[src/rtl/csp_cmd_dec.sv]
// CSP command decoder: parses SOP"_Debug payload into register reads/writes.
// Write data is held in a local buffer until the frame CRC is confirmed good.
module csp_cmd_dec #(
    parameter int unsigned MAXLEN = 16,
    parameter int unsigned AW     = 8
) (
    input  logic          clk,
    input  logic          srst,
    input  logic          rx_sof,
    input  logic          rx_vld,
    input  logic [7:0]    rx_byte,
    input  logic          rx_eof,
    input  logic          rx_crc_ok,
    output logic [AW-1:0] reg_addr,
    output logic          reg_we,
    output logic [7:0]    reg_wdat,
    output logic          reg_re,
    input  logic [7:0]    reg_rdat,
    output logic          tx_vld,
    output logic [7:0]    tx_byte,
    input  logic          tx_rdy,
    output logic          busy,
    output logic          err
);

    localparam int unsigned IW       = (MAXLEN > 1) ? $clog2(MAXLEN) : 1;
    localparam int unsigned DEPTH    = 1 << IW;
    localparam logic [5:0]  MAXLEN_W = 6'(MAXLEN);

    typedef enum logic [2:0] {
        S_IDLE,
        S_ADR,
        S_WDAT,
        S_WEOF,
        S_COMMIT,
        S_RDEOF,
        S_RD,
        S_RSP
    } state_e;

    state_e          state_q, state_d;
    logic            rd_q, rd_d;
    logic            fix_q, fix_d;
    logic [5:0]      len_q, len_d;
    logic [5:0]      cnt_q, cnt_d;
    logic [AW-1:0]   addr_q, addr_d;
    logic            cap_q, cap_d;
    logic [7:0]      txb_q, txb_d;
    logic            err_q, err_d;
    logic [7:0]      wbuf_q [DEPTH];
    logic [7:0]      wbuf_d [DEPTH];

    logic            abort;
    logic            last;
    logic [5:0]      len_new;
    logic [AW-1:0]   addr_nxt;
    logic [IW-1:0]   wbuf_idx;

    assign len_new  = {1'b0, rx_byte[4:0]} + 6'd1;
    assign last     = (cnt_q == (len_q - 6'd1));
    assign addr_nxt = fix_q ? addr_q : (addr_q + AW'(1'b1));
    assign wbuf_idx = cnt_q[IW-1:0];

    always_comb begin
        state_d = state_q;
        rd_d    = rd_q;
        fix_d   = fix_q;
        len_d   = len_q;
        cnt_d   = cnt_q;
        addr_d  = addr_q;
        cap_d   = cap_q;
        txb_d   = txb_q;
        err_d   = 1'b0;
        abort   = 1'b0;
        wbuf_d  = wbuf_q;

        case (state_q)
            S_IDLE: begin
                if (rx_sof && rx_vld) begin
                    if (len_new > MAXLEN_W) begin
                        err_d = 1'b1;
                    end else begin
                        rd_d    = rx_byte[7];
                        fix_d   = rx_byte[6];
                        len_d   = len_new;
                        cnt_d   = '0;
                        state_d = S_ADR;
                    end
                end
            end

            S_ADR: begin
                if (rx_sof) begin
                    abort = 1'b1;
                end else if (rx_vld) begin
                    addr_d = rx_byte;
                    if (rd_q) begin
                        // A read frame ends at the address byte, so EOF may ride along with it
                        if (rx_eof) begin
                            if (rx_crc_ok) begin
                                cnt_d   = '0;
                                cap_d   = 1'b0;
                                state_d = S_RD;
                            end else begin
                                abort = 1'b1;
                            end
                        end else begin
                            state_d = S_RDEOF;
                        end
                    end else if (rx_eof) begin
                        abort = 1'b1;
                    end else begin
                        state_d = S_WDAT;
                    end
                end else if (rx_eof) begin
                    abort = 1'b1;
                end
            end

            S_WDAT: begin
                if (rx_sof) begin
                    abort = 1'b1;
                end else if (rx_vld) begin
                    wbuf_d[wbuf_idx] = rx_byte;
                    cnt_d            = cnt_q + 6'd1;
                    if (last) begin
                        if (!rx_eof) begin
                            state_d = S_WEOF;
                        end else if (rx_crc_ok) begin
                            cnt_d   = '0;
                            state_d = S_COMMIT;
                        end else begin
                            abort = 1'b1;
                        end
                    end else if (rx_eof) begin
                        abort = 1'b1;
                    end
                end else if (rx_eof) begin
                    abort = 1'b1;
                end
            end

            S_WEOF: begin
                if (rx_sof || rx_vld) begin
                    abort = 1'b1;
                end else if (rx_eof) begin
                    if (rx_crc_ok) begin
                        cnt_d   = '0;
                        state_d = S_COMMIT;
                    end else begin
                        abort = 1'b1;
                    end
                end
            end

            S_COMMIT: begin
                err_d  = rx_sof;
                cnt_d  = cnt_q + 6'd1;
                addr_d = addr_nxt;
                if (last) begin
                    state_d = S_IDLE;
                end
            end

            S_RDEOF: begin
                if (rx_sof || rx_vld) begin
                    abort = 1'b1;
                end else if (rx_eof) begin
                    if (rx_crc_ok) begin
                        cnt_d   = '0;
                        cap_d   = 1'b0;
                        state_d = S_RD;
                    end else begin
                        abort = 1'b1;
                    end
                end
            end

            S_RD: begin
                err_d = rx_sof;
                // First cycle strobes reg_re, second captures the returned data
                if (!cap_q) begin
                    cap_d = 1'b1;
                end else begin
                    cap_d   = 1'b0;
                    txb_d   = reg_rdat;
                    addr_d  = addr_nxt;
                    state_d = S_RSP;
                end
            end

            S_RSP: begin
                err_d = rx_sof;
                if (tx_rdy) begin
                    if (last) begin
                        state_d = S_IDLE;
                    end else begin
                        cnt_d   = cnt_q + 6'd1;
                        state_d = S_RD;
                    end
                end
            end

            default: begin
                state_d = S_IDLE;
            end
        endcase

        if (abort) begin
            err_d   = 1'b1;
            state_d = S_IDLE;
        end
    end

    always_ff @(posedge clk) begin
        if (srst) begin
            state_q <= S_IDLE;
            rd_q    <= 1'b0;
            fix_q   <= 1'b0;
            len_q   <= '0;
            cnt_q   <= '0;
            addr_q  <= '0;
            cap_q   <= 1'b0;
            txb_q   <= '0;
            err_q   <= 1'b0;
        end else begin
            state_q <= state_d;
            rd_q    <= rd_d;
            fix_q   <= fix_d;
            len_q   <= len_d;
            cnt_q   <= cnt_d;
            addr_q  <= addr_d;
            cap_q   <= cap_d;
            txb_q   <= txb_d;
            err_q   <= err_d;
        end
    end

    // Buffer contents need no reset: COMMIT is only reachable after a full refill
    always_ff @(posedge clk) begin
        wbuf_q <= wbuf_d;
    end

    assign reg_addr = addr_q;
    assign reg_we   = (state_q == S_COMMIT);
    assign reg_wdat = (state_q == S_COMMIT) ? wbuf_q[wbuf_idx] : '0;
    assign reg_re   = (state_q == S_RD) && !cap_q;
    assign tx_vld   = (state_q == S_RSP);
    assign tx_byte  = txb_q;
    assign busy     = (state_q != S_IDLE);
    assign err      = err_q;

endmodule

[config.mk]
export PLATFORM = sky130hd
export DESIGN_NAME = csp_cmd_dec
export DESIGN_NICKNAME = d
export VERILOG_FILES = /design/src/rtl/csp_cmd_dec.sv
export SDC_FILE = /design/constraint.sdc
export NUM_CORES = 1
export LEC_CHECK = 0
export ABC_AREA = 1
export BUFFER_PORTS_ARGS = -buffer_cell sky130_fd_sc_hd__buf_2
export CAP_MARGIN = 20
export CORE_MARGIN = 1.5
export CORE_UTILIZATION = 42
export CTS_CLUSTER_DIAMETER = 80
export CTS_CLUSTER_SIZE = 20
export DETAILED_ROUTE_END_ITERATION = 12
export SLEW_MARGIN = 10
export SYNTH_ARGS = -nofsm -noshare
export SYNTH_HDL_FRONTEND = slang
export SYNTH_SLANG_ARGS = --single-unit
[constraint.sdc]
create_clock -name clk -period 3.03 [get_ports clk]
set_clock_uncertainty 0.1 [all_clocks]
set_input_delay 0.7575 -clock clk [delete_from_list [all_inputs] [get_ports clk]]
set_output_delay 0.7575 -clock clk [all_outputs]
set_load 0.005 [all_outputs]
=== Word level (Yosys, flattened, before mapping) ===
Cells that the tools add are included.

* Divide/modulo/power cells: 0
* Equality and inequality tests: 26
* Order comparisons: 3
* Reductions and logical operators: 20
* Muxes and demuxes: 73
* Shift operators: 0
* Bitwise operators: 3
* $mul: 0
* $add $sub $neg: 4

{| class="wikitable"
|+ Operators by type and width
! cell !! number
|-
| $bwmux W128 || 1
|-
| $mux W6 || 15
|-
| $mux W8 || 8
|-
| $mux W3 || 21
|-
| $pmux W6 S6 || 1
|-
| $bmux W8 S4 || 1
|-
| $demux W8 S4 || 1
|-
| $ne A2 B2 Y1 const B || 15
|-
| $pmux W3 S8 || 1
|-
| $pmux W8 S3 || 1
|-
| $mux W1 || 20
|-
| $reduce_and A15 Y1 || 1
|-
| $eq A3 B3 Y1 const B || 4
|-
| $reduce_and A11 Y1 || 1
|-
| $reduce_bool A3 Y1 || 3
|-
| $add A8 B1 Y8 const B || 1
|-
| $add A5 B1 Y6 const B || 1
|-
| $add A6 B1 Y6 const B || 1
|-
| $eq A3 B2 Y1 const B || 2
|-
| $eq A6 B6 Y1 || 1
|-
| $gt A6 B5 Y1 const B || 1
|-
| $pmux W1 S3 || 2
|-
| $reduce_and A3 Y1 || 2
|-
| $reduce_bool A6 Y1 || 1
|-
| 18 further kinds || 23
|}

* Bits of input ports: 23
* Word-level logic and storage cells: 154
* Output and inout port bits: 29
* ROM bits: 0
* Bits in latches: 0
* Register bits: 163
* Bits in writable memories: 0
* Memories: 0

=== Longest topological paths before layout ===
* Word-level depth: 7
* Gate-level depth with buffers: 15
* Mapped depth without buffers: 15

=== Worst setup path before layout ===
No wires, ideal clock.

* Kind: reg-to-output
* From: register cnt_q[0]
* To: output reg_wdat[6]
* Arrival time: 1.434 ns
* Path buffers: 3
* Cell stages (with the launch flop): 9
* Setup slack: 0.738 ns
* Required time: 2.173 ns
* Path through: dfxtp_1 > buf_2 > inv_1 > buf_2 > clkbuf_1 > o21ai_0 > o22ai_1 > nand3_1 > a41oi_1

* Longest elaborated chain between the ends: 5

{| class="wikitable"
|+ RTL lines
! what !! line !! RTL
|-
| start, declared || 45 || <nowiki>logic [5:0] cnt_q, cnt_d;</nowiki>
|-
| start signal, assigned || 231 || <nowiki>cnt_q <= cnt_d;</nowiki>
|-
| $not A4 Y5 (implied by the code) || 246 || <nowiki>assign reg_wdat = (state_q == S_COMMIT) ? wbuf_q[wbuf_idx] : '0;</nowiki>
|-
| $bmux W8 S4 || 246 ||
|-
| $mux W8 (implied by the code) (2 in a row) || 246 ||
|-
| $mux W8 || 246 ||
|-
| end, declared || 16 || <nowiki>output logic [7:0] reg_wdat,</nowiki>
|}

Every way passes these cells. The select of a mux whose other input is x is not followed.

=== Worst setup path after layout ===
* From: register cnt_q[0]
* To: output reg_wdat[5]

Same word-level chain as after synthesis.

==> impl_results.md <==
* Vias at 6031
* TritonCTS buffer count at 17
* # H-tree levels at 4
* Post-place instance area at 8240 µm²
* CTS Root Cell: clkbuf_16
* CP required at 2.17 ns
* Die area at 18700 µm²
* HP Start: fix_q
* Post-synth ARST share at 0%
* Ant diodes at 0
* ANT nets after route at 0
* Top-area cell type share of the netlist area at 51.1%
* Setup crit end: reg_wdat[5]
* Detail Placement HPWL at 14.0 mm
* Final slew viol count at 0
* Initial antenna violation count at 0
* Most frequent cells in the layout: 144 x nand2_1, 128 x edfxtp_1, 115 x nor2_1, 92 x o21ai_0, 61 x nand3_1
* Synth Area in Simple Gates at 19.5%
* Initial core utilization at 43.2%
* Drt first pass iters at 7
* Max Fclk at 341 MHz
* Max rail drop VDD at 0.000572 V
* Most common cell after layout, fill and taps aside: nand2_1
* Setup WS post-layout at 0.0978 ns
* Max clock buf depth at 2
* Pwr Total at 6.50 mW
* Register-to-register setup slack at 0.82 ns
* Port bufs at 51
* Clock transition at the registers of the reported paths at 0.07 ns
* Top cells by area, synth: edfxtp_1 51%, dfxtp_1 9.3%, nand2_1 7.2%, o21ai_0 6.1%, nor2_1 5.7%
* Die width at 137 µm
* Crit-path slowest cell: dfxtp_2
* Post-synth EDFFs at 128
* Cell depth of the worst flop-to-flop path at 12
* Mapped Nets at 824
* Post-Synth Adder-Cell Area at 1.16%
* Sequential element share of the synthesized area at 60.4%
* Fin crit share at 96.8%
* WL final at 19.9 mm
* Setup-failing EPs final at 0
* Vias in the first global route at 5743
* CTS sink cnt at 163
* Inst Count DP at 1075
* Area delta synth->final at 17.5%
* Post-synth top flop: edfxtp_1
* Core footprint at 17400 µm²
* Yosys reg bits at 163
* RR Startpoint: len_q[0]
* Critical path class: reg -> out
* Status: complete, no violations
* Largest area contributor in the netlist: edfxtp_1
* Post-CTS Setup Repair Bufs at 0
* Clk_lat worst skew at 0.44 ns
* Synthesized instance count at 794
* Worst-path cell chain: buf_6 > o21ai_0 > o22ai_1 > nand3_1 > a41oi_1 > buf_2
* Area occupied by multi-input gates at 2620 µm²
* Critical Path Max Stage Delay at 0.41 ns
* Gr ovfl total at 0
* Post-Syn Area at 7530 µm²
* Syn. warnings at 0
* # DRC at 0
* Final instance area at 8850 µm²
* Post-CTS Hold Fix Bufs at 0
* Synth Area in Compound Gates at 13.8%
* GP Congestion at 0.889
* Relative slew margins at 59.6%
* Largest family of logic cells by synthesized area: simple AND/OR/NAND/NOR gates
* CP startpoint kind: flop
* Synth Area in XOR/XNOR at 0.349%
* Mux contribution to synthesized area at 0%
* Syn avg cell area at 9.48 µm²
* First-pass GRT wire length at 31.4 mm
* # rows at 48
* # IOs at 52
* Min Tclk post-route at 2.93 ns
* Drt first-iter violations at 472
* CTS tree: built
* DP Worst Slack at 0.446 ns
* Post-Layout Cell Count at 1107
* Number of vias per cell at 5.45
* Worst Setup SP: cnt_q[0]
* Final setup TNS at 0 ns
* Post-Route Utilization at 50.8%
* # fillers at 1571
* Largest net degree at the start of global routing at 32
* Routed len/inst at 18.0 µm
* Gr usage total at 22.6%
* RSZ-0062 raised after global routing: no
* CP endpoint kind: output pin
* Die Ht at 137 µm
* Max cap viols at 0
* Least-Margin Pin Slew at 0.600 ns
* Critical path arrival at 2.07 ns
* Pleak at 3.37 nW
* Pwr dens at 735 nW/µm²
* Crit-path max FO at 24
* Fin. Hold Viols at 0
* # nets final at 899
* Synth cell types at 41
* Reg area at 4550 µm²
* Fraction of layout cells with a size suffix above 1 at 17.5%
* Worst Hold Class: reg -> reg
* Worst R2R End: state_q[1]
* WHS at 0.351 ns
[cell families (layout without fill, tap and decap cells)]
| kind of cell | count (synthesis) | count (layout) |
|---|---|---|
| and+or+nand+nor | 346 | 346 |
| adders and majority gates | 7 | 7 |
| buffers and inverters | 90 | 178 |
| xor gates and xnor gates | 3 | 3 |
| DFF | 163 | 163 |
| AOI/OAI and AO/OA | 185 | 185 |
[report_power, final]
part / switching (mW) / internal, mW / total, mW / leakage [nW]
sequential: 0.0953 / 2.48 / 2.57 / 1.44
clock: 1.04 / 1.12 / 2.16 / 0.294
combinational: 1.16 / 0.611 / 1.77 / 1.64
total: 2.30 / 4.21 / 6.50 / 3.37
[timing repair]
item / 4_1_cts / 5_1_grt
resized for setup: 0 / 5
setup endpoints to repair: 0 / 6
endpoints found under the hold margin: 0 / 0
[critical path: cells and delay by family (launching register included)]
kind,cells,cell delay (ns)
AOI/OAI and AO/OA,3,0.64
DFF,1,0.41
buffers and inverters,2,0.38
and+or+nand+nor,1,0.21
[worst min-delay path by stage]
stage / endpoint / cells past startpoint / slack [ns]
finish: fix_q / 2 / 0.35
global route: tx_byte[5] / 2 / 0.37
CTS: fix_q / 2 / 0.35
detailed placement: fix_q / 2 / 0.34
global placement: fix_q / 2 / 0.34
floorplan: fix_q / 2 / 0.32
[cell type report]
cell class	count	share of cell area, %
clock inverters	15	1.91
inverters	53	2.25
flip-flops and latches	163	51.4
well taps	225	3.18
repair buffers	93	6.77
multi-input cells	541	29.7
clock buffers	17	4.81
[registers in the layout, indices dropped and copies added (netlist names), 3 cells and up]
name,cells
reg_addr,8
tx_byte,8
cnt_q,6
wbuf_q,128
len_q,6
state_q,3
[Yosys cell counts, types with 2 or more instances]
master / count
a41oi_1: 8
buf_2: 10
o22ai_1: 33
nand2_4: 2
nand4_1: 4
clkinv_1: 3
nor2_1: 115
a31oi_1: 5
dfxtp_1: 35
nor2_4: 3
inv_1: 44
nand2_1: 144
xnor2_1: 2
ha_1: 7
o21ai_0: 92
clkbuf_1: 23
buf_4: 2
nand2_2: 3
a21oi_1: 31
o211ai_1: 5
nor2_2: 3
nand3_1: 62
nor3_1: 4
edfxtp_1: 128
o21ai_1: 5
inv_2: 6
[layer usage]
layer | wire (µm) | vias to the layer above | GRT usage (%) | share of wire (%)
li1 | - | 2934 | - | -
met5 | 0 | - | 0 | 0
met4 | 363 | 0 | 7.95 | 1.8
met1 | 9030 | 2852 | 31.7 | 45
met3 | 1310 | 27 | 4.26 | 6.6
met2 | 9240 | 218 | 35.3 | 46
(Power assumes the default switching activity.)
